File: src/rtl/trap_event_recorder_if.sv
// Trap/return event recorder bus: event inputs,
// record stream with valid/ready, and status.
interface trap_event_recorder_if #(
  parameter int SEQW = 16
) ();
  logic            trap_valid;
  logic            trap_is_intr;
  logic            ret_valid;
  logic [7:0]      cause;
  logic [31:0]     epc;
  logic [31:0]     tval;
  logic            out_valid;
  logic            out_ready;
  logic [1:0]      out_kind;
  logic [SEQW-1:0] out_seq;
  logic [7:0]      out_cause;
  logic [31:0]     out_epc;
  logic [31:0]     out_tval;
  logic [SEQW-1:0] drop_count;
  logic            conflict;

  modport master (
    output trap_valid,
    output trap_is_intr,
    output ret_valid,
    output cause,
    output epc,
    output tval,
    output out_ready,
    input  out_valid,
    input  out_kind,
    input  out_seq,
    input  out_cause,
    input  out_epc,
    input  out_tval,
    input  drop_count,
    input  conflict
  );

  modport slave (
    input  trap_valid,
    input  trap_is_intr,
    input  ret_valid,
    input  cause,
    input  epc,
    input  tval,
    input  out_ready,
    output out_valid,
    output out_kind,
    output out_seq,
    output out_cause,
    output out_epc,
    output out_tval,
    output drop_count,
    output conflict
  );
endinterface

File: src/rtl/trap_event_recorder.sv
// Records CSR trap/xRET events with sequence numbers
// into a small FIFO; counts drops when full.
module trap_event_recorder #(
  parameter int DEPTH = 4,
  parameter int SEQW  = 16
) (
  input logic clock,
  input logic reset,
  trap_event_recorder_if.slave bus
);
  localparam int AW = $clog2(DEPTH);

  typedef struct packed {
    logic [1:0]      kind;
    logic [SEQW-1:0] seq;
    logic [7:0]      cause;
    logic [31:0]     epc;
    logic [31:0]     tval;
  } rec_t;

  rec_t            mem_q [DEPTH];
  logic [AW:0]     wr_q, wr_d;
  logic [AW:0]     rd_q, rd_d;
  logic [SEQW-1:0] seq_q, seq_d;
  logic [SEQW-1:0] drop_q, drop_d;
  logic            conf_q, conf_d;

  logic [AW:0]     occ;
  logic            empty;
  logic            full;
  logic            evt;
  logic            pop;
  logic            push;
  rec_t            wr_rec;
  rec_t            head;

  always_comb begin
    occ   = wr_q - rd_q;
    empty = (wr_q == rd_q);
    full  = (occ == (AW+1)'(DEPTH));
    evt   = bus.trap_valid | bus.ret_valid;
    pop   = ~empty & bus.out_ready;
    // a pop on the same edge frees the slot
    push  = evt & (~full | pop);
  end

  // traps win over a coincident return
  always_comb begin
    wr_rec.seq = seq_q;
    wr_rec.epc = bus.epc;
    if (bus.trap_valid) begin
      wr_rec.kind  = bus.trap_is_intr ? 2'b10 : 2'b01;
      wr_rec.cause = bus.cause;
      wr_rec.tval  = bus.tval;
    end else begin
      wr_rec.kind  = 2'b11;
      wr_rec.cause = 8'h00;
      wr_rec.tval  = 32'h0;
    end
  end

  always_comb begin
    wr_d   = push ? wr_q + 1'b1 : wr_q;
    rd_d   = pop  ? rd_q + 1'b1 : rd_q;
    seq_d  = evt  ? seq_q + 1'b1 : seq_q;
    drop_d = drop_q;
    if (evt && !push && drop_q != '1) begin
      drop_d = drop_q + 1'b1;
    end
    conf_d = conf_q |
             (bus.trap_valid & bus.ret_valid);
  end

  always_ff @(posedge clock or posedge reset) begin
    if (reset) begin
      wr_q   <= '0;
      rd_q   <= '0;
      seq_q  <= '0;
      drop_q <= '0;
      conf_q <= 1'b0;
    end else begin
      wr_q   <= wr_d;
      rd_q   <= rd_d;
      seq_q  <= seq_d;
      drop_q <= drop_d;
      conf_q <= conf_d;
    end
  end

  // storage needs no reset; outputs are gated by empty
  always_ff @(posedge clock) begin
    if (push && !reset) begin
      mem_q[wr_q[AW-1:0]] <= wr_rec;
    end
  end

  always_comb begin
    head = mem_q[rd_q[AW-1:0]];
    if (empty) begin
      head = '0;
    end
  end

  assign bus.out_valid  = ~empty;
  assign bus.out_kind   = head.kind;
  assign bus.out_seq    = head.seq;
  assign bus.out_cause  = head.cause;
  assign bus.out_epc    = head.epc;
  assign bus.out_tval   = head.tval;
  assign bus.drop_count = drop_q;
  assign bus.conflict   = conf_q;

endmodule
File: src/flat_wrapper.sv
// flat-port wrapper written by rule: the top's interface ports become plain ports
module trap_event_recorder_flat 
#(
  parameter int DEPTH = 4,
  parameter int SEQW  = 16
)
  (clock, reset, bus_trap_valid, bus_trap_is_intr, bus_ret_valid, bus_cause, bus_epc, bus_tval, bus_out_ready, bus_out_valid, bus_out_kind, bus_out_seq, bus_out_cause, bus_out_epc, bus_out_tval, bus_drop_count, bus_conflict);
  trap_event_recorder_if #(.SEQW(SEQW)) bus_i ();
  input logic clock;
  input logic reset;
  input wire logic [$bits(bus_i.trap_valid)-1:0] bus_trap_valid;
  input wire logic [$bits(bus_i.trap_is_intr)-1:0] bus_trap_is_intr;
  input wire logic [$bits(bus_i.ret_valid)-1:0] bus_ret_valid;
  input wire logic [$bits(bus_i.cause)-1:0] bus_cause;
  input wire logic [$bits(bus_i.epc)-1:0] bus_epc;
  input wire logic [$bits(bus_i.tval)-1:0] bus_tval;
  input wire logic [$bits(bus_i.out_ready)-1:0] bus_out_ready;
  output wire logic [$bits(bus_i.out_valid)-1:0] bus_out_valid;
  output wire logic [$bits(bus_i.out_kind)-1:0] bus_out_kind;
  output wire logic [$bits(bus_i.out_seq)-1:0] bus_out_seq;
  output wire logic [$bits(bus_i.out_cause)-1:0] bus_out_cause;
  output wire logic [$bits(bus_i.out_epc)-1:0] bus_out_epc;
  output wire logic [$bits(bus_i.out_tval)-1:0] bus_out_tval;
  output wire logic [$bits(bus_i.drop_count)-1:0] bus_drop_count;
  output wire logic [$bits(bus_i.conflict)-1:0] bus_conflict;
  assign bus_i.trap_valid = bus_trap_valid;
  assign bus_i.trap_is_intr = bus_trap_is_intr;
  assign bus_i.ret_valid = bus_ret_valid;
  assign bus_i.cause = bus_cause;
  assign bus_i.epc = bus_epc;
  assign bus_i.tval = bus_tval;
  assign bus_i.out_ready = bus_out_ready;
  assign bus_out_valid = bus_i.out_valid;
  assign bus_out_kind = bus_i.out_kind;
  assign bus_out_seq = bus_i.out_seq;
  assign bus_out_cause = bus_i.out_cause;
  assign bus_out_epc = bus_i.out_epc;
  assign bus_out_tval = bus_i.out_tval;
  assign bus_drop_count = bus_i.drop_count;
  assign bus_conflict = bus_i.conflict;
  trap_event_recorder #(.DEPTH(DEPTH), .SEQW(SEQW)) u_core (.clock(clock), .reset(reset), .bus(bus_i));
endmodule
File: config.mk
export PLATFORM = sky130hd
export DESIGN_NAME = trap_event_recorder_flat
export DESIGN_NICKNAME = d
export VERILOG_FILES = /design/src/rtl/trap_event_recorder_if.sv /design/src/rtl/trap_event_recorder.sv /design/src/flat_wrapper.sv
export SDC_FILE = /design/constraint.sdc
export NUM_CORES = 1
export LEC_CHECK = 0
export CAP_MARGIN = 10
export CORE_MARGIN = 5
export CORE_UTILIZATION = 50
export CTS_CLUSTER_DIAMETER = 120
export CTS_CLUSTER_SIZE = 12
export DETAILED_ROUTE_END_ITERATION = 7
export PLACE_DENSITY = 0.82
export SETUP_SLACK_MARGIN = 0.4
export SLEW_MARGIN = 10
export SYNTH_ARGS = -nofsm -noshare
export SYNTH_HDL_FRONTEND = slang
export SYNTH_SLANG_ARGS = --single-unit
File: constraint.sdc
create_clock -name clock -period 9.75 [get_ports clock]
set_clock_uncertainty 0.2 [all_clocks]
set_input_delay 1.95 -clock clock [delete_from_list [all_inputs] [get_ports clock]]
set_output_delay 1.95 -clock clock [all_outputs]
set_load 0.03 [all_outputs]
==> run summary, run 1 <==
Critical path's slowest cell -> dfrtp_4
Synth unique cells -> 43
Clk_lat worst skew -> 0.51 ns
CTS buffer count -> 39
Fmax -> 165.7 MHz
CP max stage delay -> 1.13 ns
Layer with the highest usage -> met2
Gpl congestion -> 0.7852
EDFF count, synth -> 360
Register area share after synthesis -> 74.57%
Layout cells sized above 1 -> 16.67%
Setup bufs post-CTS -> 0
Core area -> 31390 µm²
Most used flip-flop cell after synthesis -> edfxtp_1
Die area -> 35270 µm²
Mapped Nets -> 876
Synth warn -> 0
Worst-path clk slew -> 0.06 ns
Maximum fanout along the worst path -> 93
Max VDD drop -> 156.2 µV
Status -> finished clean
Nets -> 1075
GRT Total Usage -> 17.46%
Via density -> 5.519
Tot Pwr -> 0.006427 W
WHS -> 0.2860 ns
Adder-cell share of the synthesized area -> 0.7124%
Fin util -> 61.09%
Xor and xnor area share after synthesis -> 1.773%
Cts hold-fix bufs -> 0
Post-route DRC -> 0
Syn Inst Count -> 789
Largest family of logic cells by synthesized area -> multiplexers
Largest net degree at the start of global routing -> 94
Area contributors post-synth -> edfxtp_1, mux4_2, dfrtp_1
Vias in the first global route -> 8403
Crit-path cells -> ha_1, and3_2, inv_2, buf_4, and2_1, clkdlybuf4s50_1
Post-route ant nets -> 0
Met1 Track Usage GR -> 23.47%
Worst hold stages -> 1
Storage element area -> 11790 µm²
Top cell type's share of synthesized area -> 68.39%
Multiplexer area fraction after synthesis -> 13.16%
Final wirelength -> 30560 µm
RSZ-0062 raised after global routing -> false
Compound-Gate Fraction of Synth Area -> 0.4116%
Max-capacitance violation count -> 0
Reg2reg path depth -> 5
I/O Buffers -> 185
Final setup fails -> 0
Row count -> 65
Starting Density -> 50.35%
Vias -> 7754
Post-DP Area -> 18090 µm²
Worst-Margin Slew -> 1.058 ns
Die Width -> 187.8 µm
First-pass DRT Iterations -> 4
Syn Std Cell Area -> 15810 µm²
Clock period minus worst slack -> 6.036 ns
Leakage -> 6.473 nW
CP top delay family -> buffers and inverters
Post-synthesis area per instance -> 20.03 µm²
Number of fill cells -> 2199
Pins over their slew limit -> 0
Synthesized flop and latch total -> 399
Die Span Y -> 187.8 µm
Critical path startpoint category -> register
Setup TNS -> 0 ns
Crit path depth -> 6
Initial antenna violation count -> 0
Simple-gate share of the synthesized area -> 8.240%
CP Data Arrival Time -> 3.89 ns
CP endpoint kind -> output pin
Cell Pwr Density -> 335.1 nW/µm²
Buf/Inv on CP -> 3
P&R area growth vs syn -> 21.33%
WP data required -> 7.60 ns
Final Hold Viols -> 0
Crit share post-route -> 61.90%
Top cell type by total area after synthesis -> edfxtp_1
Slew headroom -> 29.47%
Met2 usage -> 29.84%
DRT iter0 DRCs -> 564
Worst min path class -> reg2reg
Longest Clk Path Bufs -> 3
Sink Count -> 399
Max H-tree Level -> 2
Met3 global-route usage -> 3.537%
I/O pins -> 186
Final HPWL DP -> 18450 µm
CTS tree -> done
Async set-reset flop share out of synthesis -> 9.774%
Grt ovf -> 0
Multi-input gate area -> 3860 µm²
Root Buffer -> clkbuf_16
Fin area -> 19180 µm²
Post-DR wirelength/cell -> 21.75 µm
Cts repair resizes -> 0
WS Path Type -> reg2out
First-pass GRT wire length -> 48270 µm
## area by class of cell
cell class / count / share of cell area [%]
Inverter: 6 / 0.1174
Timing Repair Buffer: 194 / 9.982
Sequential cell: 399 / 61.50
Tap cell: 402 / 2.623
Multi-Input combinational cell: 348 / 20.13
Clock inverter: 3 / 0.1892
Antenna cell: 1 / 0.01305
Clock buffer: 52 / 5.454
## power breakdown
group          switching [W]  leakage [nW]  total, W  internal, W
Combinational        0.00149          2.09   0.00271      0.00122
Clock               0.000572         0.525   0.00132     0.000747
Sequential          0.000193          3.85   0.00240      0.00220
Total                0.00225          6.47   0.00643      0.00417
## sequential cells by signal (all words and copies together), names as in the netlist
register / cells
u_core.wr_q: 3
u_core.bus.conflict: 1
u_core.mem_q: 360
u_core.rd_q: 3
u_core.bus.drop_count: 16
u_core.seq_q: 16
## per-stage QoR
step	std cells	setup WS, ns
finish	1405	3.714
global route	1404	3.367
CTS	1404	3.564
detailed placement	1349	4.106
global placement	1349	4.093
floorplan	789	3.985
## cells by family after synthesis
| kind of cell | count (synthesis) |
|---|---|
| simple gates | 205 |
| flops | 399 |
| compound gates | 8 |
| buf+inv | 42 |
| mux | 94 |
| xor+xnor | 32 |
| fa+ha+maj | 9 |
## placed cells by master, fill, tap and decap left out, drive strengths merged, types with 3 or more instances in the layout
master | netlist | layout
and2 | 131 | 131
and3 | 10 | 10
and4 | 3 | 3
buf | 14 | 10
clkbuf | 22 | 52
clkdlybuf4s50 | 0 | 184
dfrtp | 39 | 39
edfxtp | 360 | 360
ha | 9 | 9
inv | 6 | 8
mux2 | 4 | 4
mux4 | 90 | 90
nand2 | 16 | 16
nand3 | 11 | 11
nand4 | 11 | 11
nor2 | 6 | 6
nor3 | 5 | 5
nor4 | 4 | 4
xnor2 | 23 | 23
xor2 | 9 | 9
## routing by layer
layer  wire length (µm)  vias up
met2              15610      232
li1                   -     3491
met4                549        0
met1              12820     3988
met5                  0        -
met3               1579       43
## Yosys cell counts, types with 2 or more instances
master / n
nand2_1: 16
nand3_1: 10
clkbuf_1: 22
and3_1: 9
buf_2: 12
nand2b_1: 2
a21oi_1: 2
xor2_1: 9
nor3_2: 2
xnor2_1: 23
ha_1: 9
dfrtp_1: 39
nand4_2: 2
and2_1: 131
edfxtp_1: 360
nor4_2: 3
mux4_2: 90
nand4_1: 9
inv_1: 6
mux2_4: 2
and4_1: 3
nor3_1: 3
nor2_1: 5
## path summary, 6_finish.rpt
path	start	end	slack (ns)
max in group asynchronous	reset	u_core.rd_q[0]	7.25
min in group asynchronous	reset	u_core.bus.drop_count[11]	1.68
hold reg to reg	u_core.bus.conflict	u_core.bus.conflict	0.29
setup / recovery	u_core.rd_q[0]	bus_out_seq[6]	3.71
setup reg to reg	u_core.rd_q[0]	u_core.mem_q[0][71]	5.47
hold / removal	u_core.bus.conflict	u_core.bus.conflict	0.29
Power figures use the tool's default switching activity.
==> run 2, diff against run 1 <==
- PLACE_DENSITY: 0.82 -> 0.84
- clock period: 9.75 -> 5.5 ns (I/O delays scaled with it)
==> run 2 against run 1 <==
  * First-iteration DRC count is 7.8% higher
  * Sequential cell count stayed put
  * Sequential power is 72% higher
  * Critical path type unchanged
  * Critical endpoint is now bus_out_seq[7]
  * Largest power group unchanged
==> run summary, run 2 (same netlist as run 1, synthesis figures left out) <==
Status -> finished clean
Commonest non-fill, non-tap cell in the layout -> edfxtp_1
Crit-path cells -> inv_1, ha_1, and3_2, clkinv_2, buf_12, and2_1, clkdlybuf4s50_1
Crit share post-route -> 85.56%
Clk network pwr share -> 20.4%
Core area -> 31390 µm²
Fin util -> 61.45%
Final worst slack -> 0.7943 ns
Critical path startpoint category -> register
Slew headroom -> 45.11%
Final Hold Viols -> 0
Gpl congestion -> 0.7957
Worst-path clk slew -> 0.06 ns
Starting Density -> 50.35%
Final wirelength -> 31160 µm
Initial antenna violation count -> 2
Clock period minus worst slack -> 4.706 ns
Final setup fails -> 0
Longest Clk Path Bufs -> 3
Fin area -> 19290 µm²
WS Path Type -> reg2out
Grt ovf -> 0
CTS tree -> done
Sequential share of power -> 35.9%
Nets -> 1078
Die area -> 35270 µm²
First-pass DRT Iterations -> 5
Max VDD drop -> 338.9 µV
Vias in the first global route -> 8528
Die Width -> 187.8 µm
Net Sw Power -> 0.004013 W
Layout Cells excl Fill -> 1407
Leakage -> 6.519 nW
Sink Count -> 399
Max reg flops -> 360
Clk_lat worst skew -> 0.50 ns
GRT Total Usage -> 17.67%
Max-capacitance violation count -> 0
CTS buffer count -> 39
Fmax -> 212.5 MHz
Buf/Inv on CP -> 4
Critical path's slowest cell -> dfrtp_4
I/O Buffers -> 185
Via density -> 5.574
Row count -> 65
CP endpoint kind -> output pin
CP top delay family -> buffers and inverters
Logic gate share of total power -> 43.7%
Placed insts -> 1351
DRT iter0 DRCs -> 608
Die Span Y -> 187.8 µm
Root Buffer -> clkbuf_16
Layout cells sized above 1 -> 16.82%
Int Power -> 0.007469 W
Vias -> 7842
Number of diodes -> 0
Sw frac -> 34.95%
Cell Pwr Density -> 595.2 nW/µm²
Setup TNS -> 0 ns
Post-DP Area -> 18180 µm²
Worst-Margin Slew -> 0.8233 ns
WP data required -> 4.20 ns
Max H-tree Level -> 2
RSZ-0062 raised after global routing -> false
Cts hold-fix bufs -> 0
First-pass GRT wire length -> 48800 µm
Commonest non-fill, non-tap cells in the layout -> edfxtp_1, clkdlybuf4s50_1, and2_1, mux4_2, clkbuf_16
I/O pins -> 186
Maximum fanout along the worst path -> 57
CP max stage delay -> 0.65 ns
Worst min path class -> reg2reg
CP Data Arrival Time -> 3.41 ns
Final HPWL DP -> 18280 µm
P&R area growth vs syn -> 22.05%
Largest net degree at the start of global routing -> 93
Post-Place Setup Slack -> 1.002 ns
Post-DR wirelength/cell -> 22.15 µm
Post-route ant nets -> 0
Post-route DRC -> 0
Pins over their slew limit -> 0
-- run 2: changes by cell type in the layout (fill, tap and decap cells not counted), sizes merged --
cell and delta:
clkbuf +2, inv -2, diode -1, buf +3
-- run 2: worst paths after layout --
kind	startpoint	endpoint	slack [ns]	cells past startpoint
min	u_core.bus.conflict	u_core.bus.conflict	0.26	1
max in group asynchronous	reset	u_core.rd_q[1]	3.42	3
max	u_core.rd_q[1]	bus_out_seq[7]	0.79	7
max reg2reg	u_core.rd_q[1]	u_core.mem_q[3][67]	1.99	6
min reg2reg	u_core.bus.conflict	u_core.bus.conflict	0.26	1
min in group asynchronous	reset	u_core.wr_q[0]	0.84	2
-- run 2: repair_timing --
action / 4_1_cts / 5_1_grt
setup endpoints to repair: 0 / 55
hold endpoints to repair: 0 / 0
buffers inserted: 0 / 1
gates resized for setup: 0 / 1
-- run 2: through the flow --
stage	total power, W	hold WS [ns]
after global placement	0.009154	0.2391
after CTS	0.01163	0.2622
final	0.01148	0.2641
after floorplan	0.007337	0.2650
after global routing	0.01204	0.2963
after detailed placement	0.009255	0.2490
-- run 2: layer usage --
metal  global-route usage, %  vias up  routed length (µm)
met2                   29.82      267               15700
li1                        -     3503                   -
met4                   4.715        2                 624
met3                   3.816       46                1945
met1                   23.68     4024               12880
met5                       0        -                   7
-- run 2: worst reg2reg max path: cells and delay by family (launching register included) --
family / cells / cell delay (ns)
simple gates: 2 / 0.98
flops: 1 / 0.65
compound gates: 1 / 0.51
buf+inv: 2 / 0.49
fa+ha+maj: 1 / 0.32
-- run 2: layout make-up --
| class | instances | area (µm²) |
|---|---|---|
| fillers | 2192 | 12100 |
| flip-flops and latches | 399 | 11790 |
| multi-input cells | 348 | 3860 |
| repair buffers | 197 | 2024 |
| clock buffers | 54 | 1075 |
| well taps | 402 | 503.0 |
| inverters | 6 | 23.77 |
| clock inverters | 1 | 11.26 |
-- run 2: power by group through the flow --
stage	Sequential, W	Combinational (W)	Clock, W
after floorplan	0.00414	0.00320	0
after global placement	0.00416	0.00499	0
after detailed placement	0.00421	0.00505	0
after CTS	0.00415	0.00507	0.00241
after global routing	0.00417	0.00532	0.00255
final	0.00412	0.00501	0.00235
==> run 3, diff against run 2 <==
- ABC_AREA: default -> 1
==> run 3 against run 2 <==
  * Area after synthesis grew 3.8%
  * Synthesized cell count up 83%
  * Non-clock buffer count up 7
  * Critical path depth shrank 2
  * Clock-buffer cell count shrank 2
  * Total power rose by 7.8%
  * Worst setup slack lost 0.16 ns
  * Largest cell class unchanged
  * First-iteration DRC count rose by 47%
==> run summary, run 3 <==
Synth unique cells -> 27
Pins over their slew limit -> 0
Most used flip-flop cell after synthesis -> edfxtp_1
Syn Std Cell Area -> 16410 µm²
Most common cell in the synthesized netlist -> nor2_1
CP max stage delay -> 0.78 ns
Synthesized flop and latch total -> 399
Storage element area -> 11790 µm²
WS Path Type -> reg2out
CP endpoint kind -> output pin
Cell Pwr Density -> 623.9 nW/µm²
GRT Total Usage -> 20.78%
Largest net degree at the start of global routing -> 100
Crit share post-route -> 88.41%
Top cell type's share of synthesized area -> 65.86%
Die area -> 36550 µm²
Mapped Nets -> 1530
Area contributors post-synth -> edfxtp_1, nor2_1, dfrtp_1
Top cell type by total area after synthesis -> edfxtp_1
Clock period minus worst slack -> 4.862 ns
CP Data Arrival Time -> 3.56 ns
Gpl congestion -> 0.7919
Cts repair resizes -> 0
I/O Buffers -> 185
Max reg flops -> 360
Critical path startpoint category -> register
Post-synthesis area per instance -> 11.37 µm²
Synth warn -> 0
Tot Pwr -> 0.01238 W
Post-DR wirelength/cell -> 18.42 µm
Final Hold Viols -> 0
Register area share after synthesis -> 71.81%
Worst-path clk slew -> 0.06 ns
Initial antenna violation count -> 1
Slew headroom -> 34.78%
Die Span Y -> 191.2 µm
Final wirelength -> 38090 µm
Sink Count -> 399
Top post-synthesis cells by count -> nor2_1, edfxtp_1, o21ai_0
Number of fill cells -> 2499
Setup TNS -> 0 ns
Clk_lat worst skew -> 0.52 ns
Core area -> 32450 µm²
Fmax -> 205.7 MHz
Max H-tree Level -> 2
Fin util -> 61.12%
I/O pins -> 186
Starting Density -> 50.57%
Post-route ant nets -> 0
Status -> finished clean
Final setup fails -> 0
DRT iter0 DRCs -> 891
RSZ-0062 raised after global routing -> false
Commonest non-fill, non-tap cells in the layout -> nor2_1, edfxtp_1, clkdlybuf4s50_1, o21ai_0, nand2_1
First-pass DRT Iterations -> 5
Syn Inst Count -> 1443
Commonest non-fill, non-tap cell in the layout -> nor2_1
P&R area growth vs syn -> 20.86%
Max-capacitance violation count -> 0
First-pass GRT wire length -> 60220 µm
Reg2reg path depth -> 9
Setup bufs post-CTS -> 0
Vias in the first global route -> 11200
Via density -> 5.406
Longest Clk Path Bufs -> 3
CTS tree -> done
CTS buffer count -> 39
WP data required -> 4.20 ns
Worst min path class -> reg2reg
Crit-path cells -> inv_6, buf_4, o21ai_0, a21oi_1, clkdlybuf4s50_1
Critical path's slowest cell -> dfrtp_4
EDFF count, synth -> 360
Nets -> 1699
Final HPWL DP -> 22660 µm
Worst-Margin Slew -> 0.9782 ns
Async set-reset flop share out of synthesis -> 9.774%
Die Width -> 191.2 µm
Post-route DRC -> 0
Leakage -> 7.198 nW
Number of diodes -> 0
Layout cells sized above 1 -> 5.289%
Root Buffer -> clkbuf_16
Vias -> 11180
Cts hold-fix bufs -> 0
Multi-input gate area -> 4051 µm²
Maximum fanout along the worst path -> 85
Row count -> 66
Grt ovf -> 0
Worst hold stages -> 1
Max VDD drop -> 409.6 µV
-- run 3: worst paths after layout --
kind                                          start                   to  slack, ns
worst max-delay path                 u_core.rd_q[0]     bus_out_tval[28]       0.64
worst min-delay path            u_core.bus.conflict  u_core.bus.conflict       0.26
worst max register to register       u_core.rd_q[0]  u_core.mem_q[1][51]       1.55
worst min register to register  u_core.bus.conflict  u_core.bus.conflict       0.26
max in group asynchronous                     reset       u_core.rd_q[1]       3.79
min in group asynchronous                     reset     u_core.seq_q[14]       0.92
-- run 3: per-stage QoR --
step | setup WS, ns | hold slack, ns | area [µm²] | std cells
finish | 0.6376 | 0.2613 | 19840 | 2068
global route | 0.4417 | 0.2963 | 19840 | 2068
floorplan | 0.2001 | 0.2760 | 16420 | 1443
detailed placement | 1.117 | 0.2483 | 18750 | 2013
CTS | 0.5155 | 0.2670 | 19830 | 2068
global placement | 1.193 | 0.2414 | 18750 | 2013
-- run 3: report_power, final --
group	total (W)	switching, W	internal [W]	leakage (nW)
Combinational	0.00573	0.00374	0.00199	2.88
Sequential	0.00429	0.000356	0.00393	3.79
Clock	0.00236	0.00104	0.00132	0.525
-- run 3: cells by family after synthesis --
logic type	share of synthesized area, %
simple gates	14.06
compound gates	8.546
buf+inv	3.720
xor+xnor	1.174
fa+ha+maj	0.6861
flops	71.81
-- run 3: area by class of cell --
type | count | area share (%)
tap | 442 | 2.788
inverter | 76 | 1.470
clock buffer | 52 | 5.273
clock inverter | 3 | 0.1829
timing repair buffer | 204 | 10.41
multi-input combinational | 892 | 20.42
sequential | 399 | 59.46
-- run 3: layer usage --
layer / global-route usage (%) / share of wire [%] / routed length, µm
met5: 0 / 0.034 / 13
met4: 5.663 / 2.1 / 792
met3: 3.725 / 7.6 / 2902
met2: 35.27 / 50 / 19090
met1: 27.92 / 40 / 15290
-- run 3: critical path: cells and delay by family (launching register included) --
| family | cells | cell delay [ns] |
|---|---|---|
| buffers and inverters | 3 | 1.74 |
| AO/OA/AOI/OAI | 2 | 0.39 |
| flip-flops | 1 | 0.78 |
